### config.mk
export PLATFORM = sky130hd
export DESIGN_NAME = uart_tx_sequencer_flat
export DESIGN_NICKNAME = d
export VERILOG_FILES = /design/src/rtl/uart_tx_sequencer_if.sv /design/src/rtl/uart_tx_sequencer.sv /design/src/flat_wrapper.sv
export SDC_FILE = /design/constraint.sdc
export NUM_CORES = 1
export LEC_CHECK = 0
export ABC_AREA = 1
export BUFFER_PORTS_ARGS = -buffer_cell sky130_fd_sc_hd__buf_2
export CORE_AREA = 2 2 117 85
export CTS_CLUSTER_DIAMETER = 150
export CTS_CLUSTER_SIZE = 14
export DETAILED_ROUTE_END_ITERATION = 7
export DIE_AREA = 0 0 119 87
export PLACE_DENSITY = 0.56
export SETUP_SLACK_MARGIN = 0.05
export SLEW_MARGIN = 10
export SYNTH_ARGS = -nofsm -noshare
export SYNTH_HDL_FRONTEND = slang
export SYNTH_SLANG_ARGS = --single-unit
### constraint.sdc
create_clock -name clk_i -period 3.95 [get_ports clk_i]
set_input_delay 0.1975 -clock clk_i [delete_from_list [all_inputs] [get_ports clk_i]]
set_output_delay 0.1975 -clock clk_i [all_outputs]
set_load 0.02 [all_outputs]
### src/rtl/uart_tx_sequencer_if.sv
// -----------------------------------------------------------------------------
// uart_tx_sequencer_if
// Bundles the processor-side register strobes, the UART core handshake and
// the status lines of the transmit sequencer into one connection.
//
// Ports (signals):
//   wr_i, wdata_i      processor write strobe and byte to buffer
//   start_i            control-register send bit (level)
//   ready_i            UART core "character finished" pulse
//   err_clr_i          clears the sticky error flags
//   tx_data_o, send_o  byte and start pulse towards the UART core
//   we_o               pulse that writes 0 into the control register
//   busy_o             sequencer not idle
//   full_o, empty_o,
//   count_o            FIFO status and occupancy
//   overflow_o,
//   timeout_o          sticky error flags
//
// Modports:
//   master  processor / UART-core side (drives the *_i signals)
//   slave   sequencer side (drives the *_o signals)
// -----------------------------------------------------------------------------
interface uart_tx_sequencer_if #(
   parameter int DATA_W = 8,
   parameter int DEPTH  = 4
);
   logic                         wr_i;
   logic [DATA_W-1:0]            wdata_i;
   logic                         start_i;
   logic                         ready_i;
   logic                         err_clr_i;
   logic [DATA_W-1:0]            tx_data_o;
   logic                         send_o;
   logic                         we_o;
   logic                         busy_o;
   logic                         full_o;
   logic                         empty_o;
   logic [$clog2(DEPTH+1)-1:0]   count_o;
   logic                         overflow_o;
   logic                         timeout_o;

   modport master (
      output wr_i, wdata_i, start_i, ready_i, err_clr_i,
      input  tx_data_o, send_o, we_o, busy_o, full_o, empty_o, count_o,
             overflow_o, timeout_o
   );

   modport slave (
      input  wr_i, wdata_i, start_i, ready_i, err_clr_i,
      output tx_data_o, send_o, we_o, busy_o, full_o, empty_o, count_o,
             overflow_o, timeout_o
   );
endinterface

### src/rtl/uart_tx_sequencer.sv
// -----------------------------------------------------------------------------
// uart_tx_sequencer
// Buffers bytes written by the processor in a small circular FIFO and drains
// them one at a time into the UART transmitter core using a send/ready
// handshake. When a burst ends (or a start arrives with nothing buffered) it
// pulses we_o so the control register's send bit is cleared. Waiting for the
// core is supervised by a timeout; overflow and timeout are sticky flags.
//
// Parameters:
//   DATA_W       width of one character
//   DEPTH        FIFO entries, power of two, >= 2
//   TIMEOUT_CYC  max cycles waiting for ready_i after send_o (0 = no timeout)
//   AUTO_START   1: start a burst whenever the FIFO is non-empty
//
// Ports:
//   clk_i   system clock
//   rst_i   asynchronous reset, active low
//   bus     uart_tx_sequencer_if.slave (all data/handshake/status signals)
// -----------------------------------------------------------------------------
module uart_tx_sequencer #(
   parameter int DATA_W      = 8,
   parameter int DEPTH       = 4,
   parameter int TIMEOUT_CYC = 20000,
   parameter int AUTO_START  = 0
) (
   input  logic                 clk_i,
   input  logic                 rst_i,
   uart_tx_sequencer_if.slave   bus
);

   localparam int PTR_W = (DEPTH > 1) ? $clog2(DEPTH) : 1;
   localparam int CNT_W = $clog2(DEPTH + 1);
   // The timer only has to count up to TIMEOUT_CYC-1.
   localparam int TMR_W = (TIMEOUT_CYC > 1) ? $clog2(TIMEOUT_CYC) : 1;

   localparam logic [PTR_W-1:0] PTR_ZERO = {PTR_W{1'b0}};
   localparam logic [PTR_W-1:0] PTR_ONE  = PTR_W'(1);
   localparam logic [CNT_W-1:0] CNT_ZERO = {CNT_W{1'b0}};
   localparam logic [CNT_W-1:0] CNT_ONE  = CNT_W'(1);
   localparam logic [CNT_W-1:0] CNT_FULL = CNT_W'(DEPTH);
   localparam logic [TMR_W-1:0] TMR_ZERO = {TMR_W{1'b0}};
   localparam logic [TMR_W-1:0] TMR_ONE  = TMR_W'(1);
   localparam logic [TMR_W-1:0] TMR_LAST = (TIMEOUT_CYC > 0) ? TMR_W'(TIMEOUT_CYC - 1) : TMR_ZERO;
   localparam logic [DATA_W-1:0] DATA_ZERO = {DATA_W{1'b0}};

   localparam bit TMO_EN  = (TIMEOUT_CYC != 0);
   localparam bit AUTO_EN = (AUTO_START != 0);

   typedef enum logic [2:0] {
      ST_IDLE  = 3'd0,
      ST_LOAD  = 3'd1,
      ST_SEND  = 3'd2,
      ST_WAIT  = 3'd3,
      ST_CLEAR = 3'd4
   } state_t;

   state_t              state_r;
   state_t              state_s;

   logic [DATA_W-1:0]   mem_r [DEPTH];
   logic [PTR_W-1:0]    wr_ptr_r;
   logic [PTR_W-1:0]    rd_ptr_r;
   logic [CNT_W-1:0]    count_r;
   logic [DATA_W-1:0]   tx_data_r;
   logic [TMR_W-1:0]    timer_r;
   logic                overflow_r;
   logic                timeout_r;

   logic                full_s;
   logic                empty_s;
   logic                push_s;
   logic                pop_s;
   logic                timeout_evt_s;

   assign full_s  = (count_r == CNT_FULL);
   assign empty_s = (count_r == CNT_ZERO);

   // A write to a full FIFO is dropped; it only raises the overflow flag.
   assign push_s = bus.wr_i && !full_s;
   // Only LOAD consumes; the empty guard protects against a corrupted state.
   assign pop_s  = (state_r == ST_LOAD) && !empty_s;

   // State register.
   always_ff @(posedge clk_i or negedge rst_i) begin
      if (!rst_i) begin
         state_r <= ST_IDLE;
      end else begin
         state_r <= state_s;
      end
   end

   // Next-state logic and timeout detection.
   always_comb begin
      state_s       = state_r;
      timeout_evt_s = 1'b0;
      case (state_r)
         ST_IDLE: begin
            if ((bus.start_i || AUTO_EN) && !empty_s) begin
               state_s = ST_LOAD;
            end else if (bus.start_i && empty_s) begin
               // Nothing to send: just acknowledge the control register.
               state_s = ST_CLEAR;
            end else begin
               state_s = ST_IDLE;
            end
         end
         ST_LOAD: begin
            state_s = ST_SEND;
         end
         ST_SEND: begin
            state_s = ST_WAIT;
         end
         ST_WAIT: begin
            // ready_i is checked first so it wins on the last timer cycle.
            if (bus.ready_i) begin
               if (!empty_s) begin
                  state_s = ST_LOAD;
               end else begin
                  state_s = ST_CLEAR;
               end
            end else if (TMO_EN && (timer_r == TMR_LAST)) begin
               timeout_evt_s = 1'b1;
               state_s       = ST_CLEAR;
            end else begin
               state_s = ST_WAIT;
            end
         end
         ST_CLEAR: begin
            state_s = ST_IDLE;
         end
         default: begin
            state_s = ST_IDLE;
         end
      endcase
   end

   // FIFO storage; contents are don't-care while the slot is unoccupied.
   always_ff @(posedge clk_i) begin
      if (push_s) begin
         mem_r[wr_ptr_r] <= bus.wdata_i;
      end
   end

   // FIFO pointers and occupancy; a timeout flushes everything, including a
   // byte pushed in that same cycle.
   always_ff @(posedge clk_i or negedge rst_i) begin
      if (!rst_i) begin
         wr_ptr_r <= PTR_ZERO;
         rd_ptr_r <= PTR_ZERO;
         count_r  <= CNT_ZERO;
      end else if (timeout_evt_s) begin
         wr_ptr_r <= PTR_ZERO;
         rd_ptr_r <= PTR_ZERO;
         count_r  <= CNT_ZERO;
      end else begin
         if (push_s) begin
            wr_ptr_r <= wr_ptr_r + PTR_ONE;
         end
         if (pop_s) begin
            rd_ptr_r <= rd_ptr_r + PTR_ONE;
         end
         case ({push_s, pop_s})
            2'b10:   count_r <= count_r + CNT_ONE;
            2'b01:   count_r <= count_r - CNT_ONE;
            default: count_r <= count_r;
         endcase
      end
   end

   // Byte presented to the UART core; held until the next LOAD.
   always_ff @(posedge clk_i or negedge rst_i) begin
      if (!rst_i) begin
         tx_data_r <= DATA_ZERO;
      end else if (pop_s) begin
         tx_data_r <= mem_r[rd_ptr_r];
      end
   end

   // Response timer: cleared when a character is launched, counts while waiting.
   always_ff @(posedge clk_i or negedge rst_i) begin
      if (!rst_i) begin
         timer_r <= TMR_ZERO;
      end else if (state_r == ST_SEND) begin
         timer_r <= TMR_ZERO;
      end else if ((state_r == ST_WAIT) && !bus.ready_i && TMO_EN && (timer_r != TMR_LAST)) begin
         timer_r <= timer_r + TMR_ONE;
      end
   end

   // Sticky error flags; a new error in the clearing cycle keeps the flag set.
   always_ff @(posedge clk_i or negedge rst_i) begin
      if (!rst_i) begin
         overflow_r <= 1'b0;
         timeout_r  <= 1'b0;
      end else begin
         if (bus.wr_i && full_s) begin
            overflow_r <= 1'b1;
         end else if (bus.err_clr_i) begin
            overflow_r <= 1'b0;
         end
         if (timeout_evt_s) begin
            timeout_r <= 1'b1;
         end else if (bus.err_clr_i) begin
            timeout_r <= 1'b0;
         end
      end
   end

   // Moore outputs decoded straight from registers, so they cannot glitch.
   assign bus.send_o     = (state_r == ST_SEND);
   assign bus.we_o       = (state_r == ST_CLEAR);
   assign bus.busy_o     = (state_r != ST_IDLE);
   assign bus.tx_data_o  = tx_data_r;
   assign bus.full_o     = full_s;
   assign bus.empty_o    = empty_s;
   assign bus.count_o    = count_r;
   assign bus.overflow_o = overflow_r;
   assign bus.timeout_o  = timeout_r;

endmodule
### src/flat_wrapper.sv
// flat-port wrapper written by rule: the top's interface ports become plain ports
module uart_tx_sequencer_flat 
#(
   parameter int DATA_W      = 8,
   parameter int DEPTH       = 4,
   parameter int TIMEOUT_CYC = 20000,
   parameter int AUTO_START  = 0
)
  (clk_i, rst_i, bus_wr_i, bus_wdata_i, bus_start_i, bus_ready_i, bus_err_clr_i, bus_tx_data_o, bus_send_o, bus_we_o, bus_busy_o, bus_full_o, bus_empty_o, bus_count_o, bus_overflow_o, bus_timeout_o);
  uart_tx_sequencer_if #(.DATA_W(DATA_W), .DEPTH(DEPTH)) bus_i ();
  input  logic clk_i;
  input  logic rst_i;
  input wire logic [$bits(bus_i.wr_i)-1:0] bus_wr_i;
  input wire logic [$bits(bus_i.wdata_i)-1:0] bus_wdata_i;
  input wire logic [$bits(bus_i.start_i)-1:0] bus_start_i;
  input wire logic [$bits(bus_i.ready_i)-1:0] bus_ready_i;
  input wire logic [$bits(bus_i.err_clr_i)-1:0] bus_err_clr_i;
  output wire logic [$bits(bus_i.tx_data_o)-1:0] bus_tx_data_o;
  output wire logic [$bits(bus_i.send_o)-1:0] bus_send_o;
  output wire logic [$bits(bus_i.we_o)-1:0] bus_we_o;
  output wire logic [$bits(bus_i.busy_o)-1:0] bus_busy_o;
  output wire logic [$bits(bus_i.full_o)-1:0] bus_full_o;
  output wire logic [$bits(bus_i.empty_o)-1:0] bus_empty_o;
  output wire logic [$bits(bus_i.count_o)-1:0] bus_count_o;
  output wire logic [$bits(bus_i.overflow_o)-1:0] bus_overflow_o;
  output wire logic [$bits(bus_i.timeout_o)-1:0] bus_timeout_o;
  assign bus_i.wr_i = bus_wr_i;
  assign bus_i.wdata_i = bus_wdata_i;
  assign bus_i.start_i = bus_start_i;
  assign bus_i.ready_i = bus_ready_i;
  assign bus_i.err_clr_i = bus_err_clr_i;
  assign bus_tx_data_o = bus_i.tx_data_o;
  assign bus_send_o = bus_i.send_o;
  assign bus_we_o = bus_i.we_o;
  assign bus_busy_o = bus_i.busy_o;
  assign bus_full_o = bus_i.full_o;
  assign bus_empty_o = bus_i.empty_o;
  assign bus_count_o = bus_i.count_o;
  assign bus_overflow_o = bus_i.overflow_o;
  assign bus_timeout_o = bus_i.timeout_o;
  uart_tx_sequencer #(.DATA_W(DATA_W), .DEPTH(DEPTH), .TIMEOUT_CYC(TIMEOUT_CYC), .AUTO_START(AUTO_START)) u_core (.clk_i(clk_i), .rst_i(rst_i), .bus(bus_i));
endmodule
======== After elaboration in Yosys (flattened, before gate mapping) ========
Memory sizes are Yosys's and may differ from the RTL's. A register that Yosys moved wholly into a read port is not among the register bits.
Index checks and enable logic that the tools add are counted.
storage, ports and cells
  memories ................................ 1
  logic and storage cells ................. 64
  input port bits ......................... 14
  output and inout bits ................... 18
  bits in registers ....................... 27
  RAM bits ................................ 32
memory list
  memory        depth  width  rd ports  clocked after Yosys merged registers in  wr ports  line                     source
  u_core.mem_r  4      8      1         1                                        1         uart_tx_sequencer.sv:60  logic [DATA_W-1:0] mem_r [DEPTH];
cells by class
  add/subtract/negate cells ............... 5
  reduce and logical (&&, ||, !) cells .... 20
  multiplexer cells ....................... 22
  equal/unequal tests ..................... 9
operator list
  operator               count
  $mux 15                2
  $mux 3                 6
  $add 15x1->15 const B  1
  $eq 15x15->1 const B   1
  $ne 15x15->1 const B   1
  $pmux 3 s4             1
  $reduce_bool 2->1      5
  $mux 1                 8
  $mux 2                 4
  $logic_and 1x1->1      7
  $eq 3x2->1 const B     2
  $eq 3x3->1 const B     2
  $logic_not 3->1        2
  $pmux 3 s2             1
  $reduce_bool 3->1      2
  $add 2x1->2 const B    2
  $logic_not 1->1        4
  $add 3x1->3 const B    1
  $eq 3x1->1 const B     1
  $sub 3x1->3 const B    1
  $eq 2x1->1 const B     1
  $eq 2x2->1 const B     1

======== Longest topological paths before layout ========
Gate-level depths: netlist of the first run.
  depth in word-level cells ............... 6
  gate-level depth with buffers ........... 12
  gate-level depth less buffers ........... 11

======== Worst setup path after synthesis of the first run ========
OpenSTA, ideal clock, no wires.
  path kind ............................... flip-flop to flip-flop
  from .................................... register u_core.count_r[0], in the netlist u_core.bus.count_o[0]
  to ...................................... register u_core.count_r[2], in the netlist u_core.bus.count_o[2]
  clock period less this slack ............ 2.575 ns
  data arrival time ....................... 2.460 ns
  path slack .............................. 1.375 ns
  stages on the path, launching flop included .. 11
  setup time .............................. 0.115 ns
  required time ........................... 3.835 ns
  path buffers ............................ 1
  cells stage by stage .................... dfrtp_1 nor3_2 nor2_2 buf_2 ha_1 fa_1 o21ai_0 xor2_1 inv_1 nand2_1 inv_1
on the way
  cells in the longest elaborated chain, start to end .. 6
  elaborated cells between the ends (all ways) .. 13
  those cells by class .................... add/sub (2); eq/ne (3); mux (2); reduce/logical (6)
RTL lines
  what                                      line                      source
  from (decl)                               uart_tx_sequencer.sv:63   logic [CNT_W-1:0] count_r;
  from (signal assigned)                    uart_tx_sequencer.sv:163  2'b10: count_r <= count_r + CNT_ONE;
  from (signal assigned)                    uart_tx_sequencer.sv:164  2'b01: count_r <= count_r - CNT_ONE;
  from (signal assigned)                    uart_tx_sequencer.sv:165  default: count_r <= count_r;
  $logic_not 3->1 (*)                       uart_tx_sequencer.sv:76   assign empty_s = (count_r == CNT_ZERO);
  net bus_empty_o                           flat_wrapper.sv:23        output wire logic [$bits(bus_i.empty_o)-1:0] bus_empty_o;
  $logic_not 1->1 (*)                       uart_tx_sequencer.sv:81   assign pop_s = (state_r == ST_LOAD) && !empty_s;
  $logic_and 1x1->1 (*)                     uart_tx_sequencer.sv:81
  net u_core.pop_s                          uart_tx_sequencer.sv:72   logic pop_s;
  $eq 2x1->1 or $eq 2x2->1 (tied branches)  uart_tx_sequencer.sv:162  case ({push_s, pop_s})
  $pmux 3 s2                                uart_tx_sequencer.sv:162
  $mux 3                                    uart_tx_sequencer.sv:151  end else if (timeout_evt_s) begin
The timed path passes the listed nets; every way through them passes the cells marked *.
A chain may end at the register's enable or synchronous reset.

======== Worst setup path in the final report of the first run ========
  from .................................... register u_core.count_r[0], in the netlist u_core.bus.count_o[0]
  to ...................................... register u_core.count_r[2], in the netlist u_core.bus.count_o[2]
on the way
  cells in the longest elaborated chain, start to end .. 6
  elaborated cells between the ends (all ways) .. 13
  those cells by class .................... add/sub (2); eq/ne (3); mux (2); reduce/logical (6)
RTL lines
  what                                           line
  $eq 3x3->1 or $logic_not 3->1 (tied branches)  uart_tx_sequencer.sv:75, uart_tx_sequencer.sv:76
  $logic_not 1->1, on equally long branches      uart_tx_sequencer.sv:79, uart_tx_sequencer.sv:81
  $logic_and 1x1->1, on equally long branches    uart_tx_sequencer.sv:79, uart_tx_sequencer.sv:81
  $eq 2x1->1 or $eq 2x2->1 (tied branches)       uart_tx_sequencer.sv:162
  $pmux 3 s2                                     uart_tx_sequencer.sv:162
  $mux 3                                         uart_tx_sequencer.sv:151
Parallel ways exist; a longest one is shown, timed or not.

==> key figures, run 1 <==
Timing
  • Final WS setup: 1530 ps
  • Minimum clock period: 2420 ps
  • Setup TNS: 0 ps
  • Hold Vio Cnt, Final: 0
  • Setup-failing EPs final: 0
  • Layout Skew: 10.1 ps
  • Rel. slew slack: 0.426
  • Worst-Margin Slew: 858 ps
  • RSZ-0062 raised after global routing: false
  • Pins Over Slew Limit: 0
  • FMAX: 0.414 GHz
  • Fin crit share: 0.612

CTS
  • TritonCTS Sinks: 67
  • Worst skew pair latency: 330 ps
  • CTS resizes: 0
  • CTS tree: built
  • Clock Path Buffers: 2
  • Reg clk slew, reported paths: 60 ps
  • CTS Buf Count: 9
  • Clk root buf: clkbuf_16
  • # Post-CTS Setup Buffers: 0
  • H-tree Lvls: 3
  • # hold bufs at CTS: 1

Hold path
  • Hold crit path type: in -> reg

Global routing
  • Global Route Usage Sum: 0.144
  • Busiest grt layer: met2
  • Largest net degree at the start of global routing: 36
  • Met1 usage: 0.205
  • Grt ovf: 0
  • Global Route met2 Usage: 0.215
  • Vias in the first global route: 2271
  • Initial antenna violation count: 0
  • Met3 usage: 0.0386
  • First-pass GRT wire length: 11.4 mm

Drt
  • Final WL: 6.69 mm
  • Pre-Repair DR Iteration Count: 4
  • WL per Instance: 13.0 um
  • DRT iter0 DRCs: 141
  • DR DRC count: 0
  • Vias/cell: 4.56
  • Vias: 2337
  • Final ANT Viol Nets: 0

Floorplanning
  • Die X: 119 um
  • Starting density of the core: 0.339
  • Core area: 9350 sq um
  • Die ar.: 10400 sq um
  • IO Pins: 32
  • Die H: 87 um
  • Rows: 30

Logic synthesis
  • Register area share after synthesis: 0.580
  • Syn_area_per_cell: 9.19 sq um
  • Syn nets: 366
  • Top cell type's share of synthesized area: 0.303
  • Cells after Synth: 345
  • Mapped Area: 3170 sq um
  • Synth Warn #: 0
  • Synth Register Bits: 67
  • Synth top area cells: edfxtp_1 (30%), dfrtp_1 (28%), nand2_1 (7.8%), nor2_1 (7.7%), o21ai_0 (4.3%)
  • Synth area leader: edfxtp_1
  • Distinct cell type count of the synthesized netlist: 31

Final layout
  • Final core occ: 0.401
  • ANT cells: 0
  • Final nets: 401
  • Commonest non-fill, non-tap cells in the layout: nand2_1 (66), nor2_1 (65), dfrtp_1 (35)
  • Layout cells sized above 1: 0.153
  • Commonest non-fill, non-tap cell in the layout: nand2_1
  • Sequential cell area: 1840 sq um
  • Area growth syn-to-layout: 18.4%
  • Area of the multi-input gates: 1140 sq um
  • FILL cells: 910

Worst setup path
  • Crit end category: flip-flop
  • Crit Path Class: reg -> reg
  • Startpoint Class: flip-flop
  • Crit path max fanout: 18
  • Worst Path Required: 4170 ps
  • Crit path DAT: 2640 ps

Pwr
  • Leak Pwr: 0.00166 uW
  • Peak supply drop: 0.000230 V
  • Pint: 1690 uW
  • Pwr dens: 733 nW/um^2
  • Psw: 1060 uW
  • Flop pwr share: 0.386
  • Clock share of power: 0.292
  • Switching Fraction: 0.385
  • Logic pwr share: 0.323

Outcome
  • Status: finished clean

Place
  • Final GP Congestion: 0.797
  • Pre-CTS setup slack: 1520 ps
  • I/O Buffers: 31
  • Post-DP HPWL: 4.68 mm

Run
  • Max_cap viols: 0
==> state kept, by name (all words and copies together), names as in the netlist <==
name,count
u_core.mem_r,32
u_core.timer_r,15
u_core.bus.tx_data_o,8
u_core.bus.count_o,3
u_core.state_r,3
u_core.rd_ptr_r,2
u_core.wr_ptr_r,2
u_core.bus.overflow_o,1
u_core.bus.timeout_o,1
==> per-layer routing <==
layer	wire length, um	vias to the layer above	share of wire
li1	-	1214	-
met1	3530	1046	0.53
met2	2790	65	0.42
met3	298	12	0.045
met4	75	0	0.011
met5	0	-	0
==> final timing paths <==
| check | cells after the start | to | slack [ps] | startpoint |
|---|---|---|---|---|
| setup / recovery | 9 | u_core.bus.count_o[2] | 1530 | u_core.bus.count_o[0] |
| hold / removal | 2 | u_core.bus.timeout_o | 60 | bus_err_clr_i |
| setup reg to reg | 9 | u_core.bus.count_o[2] | 1530 | u_core.bus.count_o[0] |
| hold reg to reg | 2 | u_core.bus.timeout_o | 520 | u_core.bus.timeout_o |
| max in group asynchronous | 2 | u_core.state_r[2] | 2930 | rst_i |
| min in group asynchronous | 2 | u_core.timer_r[12] | 510 | rst_i |
==> critical path, stage by stage (launching register included) <==
cell and delay (ps):
dfrtp_1 440, nor3_2 390, nor2_2 240, ha_1 290
fa_1 390, o21ai_0 230, xor2_1 180, inv_1 60
nand2_1 50, inv_1 40
==> through the flow <==
stage | instance area (sq um) | instances | hold slack (ps) | total power, uW
5_1_grt | 3750 | 513 | 58.6 | 2960
3_3_place_gp | 3440 | 496 | 341 | 1950
4_1_cts | 3750 | 513 | 46.4 | 2790
3_5_place_dp | 3440 | 496 | 348 | 1970
6_report | 3750 | 513 | 56.1 | 2750
2_1_floorplan | 3170 | 345 | -98.1 | 1700
==> power groups by stage <==
stage	Combinational [uW]	Clock, uW	Sequential (uW)
finish	887	801	1060
global route	1020	857	1090
CTS	900	825	1060
detailed placement	897	0	1070
global placement	875	0	1070
floorplan	618	0	1080
==> cell usage after synthesis <==
master    instances
edfxtp_1         32
dfrtp_1          35
nand2_1          66
nand3_1          22
and3_1            1
buf_6             1
a21oi_2           1
inv_2             3
inv_1            33
nand2_4           1
clkinv_1          2
nand3_2           1
buf_4             1
clkinv_2          1
nor3_1            1
buf_2             4
nand3b_1          1
nor3_2            1
fa_1              1
nor2_4            1
o21ai_0          27
nand2_2           2
xor2_1            6
nand4_1          13
nor2_2            2
ha_1              6
a31oi_1           8
a21oi_1           4
a21o_1            1
nor2_1           65
clkbuf_1          2
==> cell type report <==
class                           count  share of cell area
Clock buffer                       10              0.0610
Tap cell                          128              0.0427
Multi-Input combinational cell    231               0.304
Inverter                           39              0.0394
Clock inverter                      6              0.0197
Timing Repair Buffer               32              0.0440
Sequential cell                    67               0.490
==> cells by family after synthesis <==
logic type,synth area share
AO/OA/AOI/OAI,0.0699
buffers and inverters,0.0612
adder cells (fa/ha/maj),0.0300
AND/OR/NAND/NOR,0.243
flip-flops,0.580
XOR/XNOR,0.0166
(Power assumes the default switching activity.)
==> run 2, diff against run 1 <==
--- a/config.mk
+++ b/config.mk
@@ -5,14 +5,14 @@
 export SDC_FILE = /design/constraint.sdc
 export NUM_CORES = 1
 export LEC_CHECK = 0
-export ABC_AREA = 1
+export ABC_AREA = 0
 export BUFFER_PORTS_ARGS = -buffer_cell sky130_fd_sc_hd__buf_2
-export CORE_AREA = 2 2 117 85
+export CORE_AREA = 2 2 113 82
 export CTS_CLUSTER_DIAMETER = 150
 export CTS_CLUSTER_SIZE = 14
 export DETAILED_ROUTE_END_ITERATION = 7
-export DIE_AREA = 0 0 119 87
-export PLACE_DENSITY = 0.56
+export DIE_AREA = 0 0 115 84
+export PLACE_DENSITY = 0.59
 export SETUP_SLACK_MARGIN = 0.05
 export SLEW_MARGIN = 10
 export SYNTH_ARGS = -nofsm -noshare
==> constraint.sdc (replaced) <==
create_clock -name clk_i -period 2 [get_ports clk_i]
set_input_delay 0.1 -clock clk_i [delete_from_list [all_inputs] [get_ports clk_i]]
set_output_delay 0.1 -clock clk_i [all_outputs]
set_load 0.02 [all_outputs]
==> run 2 against run 1 <==
  * Clock skew is 4.7 ps lower
  * Die area is 6.7% lower
  * Count of clock-buffer cells in the layout is 1 lower
  * Via count is 17% lower
  * Critical path type unchanged
==> key figures, run 2 <==
Place
  • Inst Count DP: 365 (-26%)
  • I/O Buffers: 31 (unchanged)
  • Post-DP HPWL: 4.08 mm (-13%)
  • Final GP Congestion: 0.791 (-0.68%)
  • Placed inst area: 3350 sq um (-2.4%)

Final layout
  • Final nets: 304 (-24%)
  • ANT cells: 0 (unchanged)
  • FILL cells: 798 (-12%)
  • Layout Cell Area excl Fill: 3790 sq um (+1.1%)
  • Final core occ: 0.435 (+0.0340)
  • Post-Layout Cell Count: 396 (-23%)
  • Max reg flops: 32 (unchanged)
  • Commonest non-fill, non-tap cells in the layout: dfrtp_1 (32), edfxtp_1 (32), buf_2 (31)
  • Layout cells sized above 1: 0.330 (+0.177)
  • Most flops, register: u_core.mem_r
  • Area growth syn-to-layout: 28.0%

Floorplanning
  • Rows: 29 (-3.3%)
  • Starting density of the core: 0.340 (+0.00114)
  • IO Pins: 32 (unchanged)
  • Die ar.: 9660 sq um (-6.7%)
  • Die H: 84 um (-3.4%)
  • Die X: 115 um (-3.4%)
  • Core area: 8710 sq um (-6.8%)

Timing
  • Rel. slew slack: 0.681 (+0.255)
  • Pins Over Slew Limit: 0 (unchanged)
  • Fin crit share: 0.958 (+0.347)
  • Layout Skew: 5.40 ps (-4.68 ps)
  • Hold Vio Cnt, Final: 0 (unchanged)
  • Minimum clock period: 1920 ps (-499 ps)
  • Worst-Margin Slew: 478 ps (-380 ps)
  • FMAX: 0.522 GHz (+26%)
  • RSZ-0062 raised after global routing: true
  • Setup-failing EPs final: 0 (unchanged)

Logic synthesis
  • Synth Warn #: 0 (unchanged)
  • Syn nets: 242 (-34%)
  • Post-synth EDFFs: 32 (unchanged)
  • Mapped Area: 2960 sq um (-6.5%)
  • Top cell type's share of synthesized area: 0.324 (+0.0211)
  • Synth Register Bits: 67 (unchanged)
  • Distinct cell type count of the synthesized netlist: 43 (+39%)
  • Top FF cell, synth: dfrtp_1
  • Register area share after synthesis: 0.620 (+0.0404)
  • Cells after Synth: 221 (-36%)
  • Top-count cell post-synth: dfrtp_1
  • Synth area leader: edfxtp_1
  • Synth top area cells: edfxtp_1 (32%), dfrtp_1 (30%), mux4_2 (6.1%), mux2_2 (3.0%), ha_1 (2.5%)
  • Most frequent cells after synthesis: dfrtp_1 (35), edfxtp_1 (32), nor2_1 (15)
  • Ys async rst share: 0.522 (unchanged)
  • Syn_area_per_cell: 13.4 sq um (+46%)

Drt
  • WL per Instance: 15.1 um (+16%)
  • Pre-Repair DR Iteration Count: 4 (unchanged)
  • DR DRC count: 0 (unchanged)
  • DRT iter0 DRCs: 124 (-12%)
  • Final ANT Viol Nets: 0 (unchanged)
  • Vias/cell: 4.91 (+7.9%)
  • Final WL: 5.97 mm (-11%)
  • Vias: 1946 (-17%)

CTS
  • TritonCTS Sinks: 67 (unchanged)
  • Clk root buf: clkbuf_16
  • Worst skew pair latency: 330 ps (about the same)
  • CTS tree: built
  • CTS Buf Count: 9 (unchanged)
  • H-tree Lvls: 3 (unchanged)
  • Clock Path Buffers: 2 (unchanged)
  • Reg clk slew, reported paths: 60 ps (about the same)

Worst setup path
  • Crit end category: flip-flop
  • R2R Path Start: u_core.bus.count_o[0]
  • Crit path DAT: 2130 ps (-510 ps)
  • CP Capture Point: u_core.bus.count_o[2]
  • FF-to-FF setup slack: 80 ps (-1450 ps)
  • Setup crit start: u_core.bus.count_o[0]
  • Worst Path Required: 2220 ps (-1950 ps)
  • Reg2reg path depth: 9 (unchanged)
  • Reg2reg end: u_core.bus.count_o[2]
  • Startpoint Class: flip-flop
  • Crit Path Class: reg -> reg
  • Crit path max fanout: 4 (-14)

Hold path
  • Hold crit path type: in -> reg

Global routing
  • Global Route Usage Sum: 0.133 (-0.0106)
  • First-pass GRT wire length: 9.90 mm (-13%)
  • Largest net degree at the start of global routing: 21 (-42%)
  • Initial antenna violation count: 0 (unchanged)
  • Vias in the first global route: 1949 (-14%)
  • Grt ovf: 0 (unchanged)

Run
  • Max_cap viols: 0 (unchanged)

Pwr
  • Total chip power: 5410 uW (+97%)
  • Peak supply drop: 0.000693 V (+200%)
  • Leak Pwr: 0.00158 uW (-4.8%)
  • Pwr dens: 1430 nW/um^2 (+95%)

Outcome
  • Status: finished clean
==> run 2: changes by cell type after synthesis, sizes merged, moves of 6 or more <==
cell,before,now
inv,36,10
a31oi,8,1
o21ai,27,8
mux4,0,8
and2,0,7
or3,0,6
mux2i,0,6
nand4,13,3
a21oi,5,12
nand2,69,11
nand3,23,9
nor2,68,15
mux2,0,8
==> run 2: layout make-up <==
class                   count  area, sq um  share of cell area
inverters                  10         37.5             0.00990
clock buffers               9          225              0.0594
well taps                 108          135              0.0356
clock inverters             7         51.3              0.0135
flip-flops and latches     67         1840               0.485
multi-input cells         136         1100               0.290
repair buffers             59          403               0.106
==> run 2: cells by family (layout without fill, tap and decap cells) <==
logic type      count (synthesis)  in the layout  synth area share
flops                          67             67             0.620
buf+inv                        18             85            0.0274
compound gates                 26             26            0.0490
simple gates                   74             74             0.139
xor+xnor                        7              7            0.0207
fa+ha+maj                       7              7            0.0321
mux                            22             22             0.111
==> run 2: how the worst min path moves through the flow <==
stage	start	endpoint	slack, ps	cells after the start
final	bus_wr_i	u_core.bus.overflow_o	60	3
after global routing	bus_wr_i	u_core.bus.overflow_o	50	3
after CTS	bus_wr_i	u_core.bus.overflow_o	50	3
after detailed placement	rst_i	u_core.timer_r[10]	60	1
after global placement	rst_i	u_core.timer_r[10]	60	1
after floorplan	rst_i	u_core.bus.count_o[0]	-200	0
==> run 2: layer usage <==
metal  global-route usage  part of all wire
met4               0.0394             0.011
met2                0.203              0.48
met3               0.0443             0.051
met5                    0                 0
met1                0.182              0.46
==> run 2: power by group <==
part | internal [uW] | switching, uW
Combinational | 916 | 985
Clock | 843 | 599
Sequential | 1820 | 242
==> run 2: metrics by stage <==
stage / hold WS (ps) / TNS (ps) / setup slack, ps
after global routing: 49.5 / -27.5 / -27.5
final: 57.3 / 0 / 83.1
after CTS: 53.1 / 0 / 58.5
after floorplan: -196 / -358 / -207
after detailed placement: 58.2 / 0 / 65.5
after global placement: 56.1 / 0 / 119
==> run 2: worst max-delay path, cell delays in order (launching register included) <==
cell and delay, ps:
dfrtp_2 450, nor3_4 200, nand3b_1 160, inv_2 60, ha_4 160, fa_2 350
xnor2_2 150, nor2_2 100, xnor2_1 120, nor2_1 60
==> run 2: repair_timing <==
action                     CTS  global route
gates resized for setup      0             5
hold endpoints to repair    49             0
setup endpoints to repair    0             2
hold buffers                10             0
buffers inserted             0             5
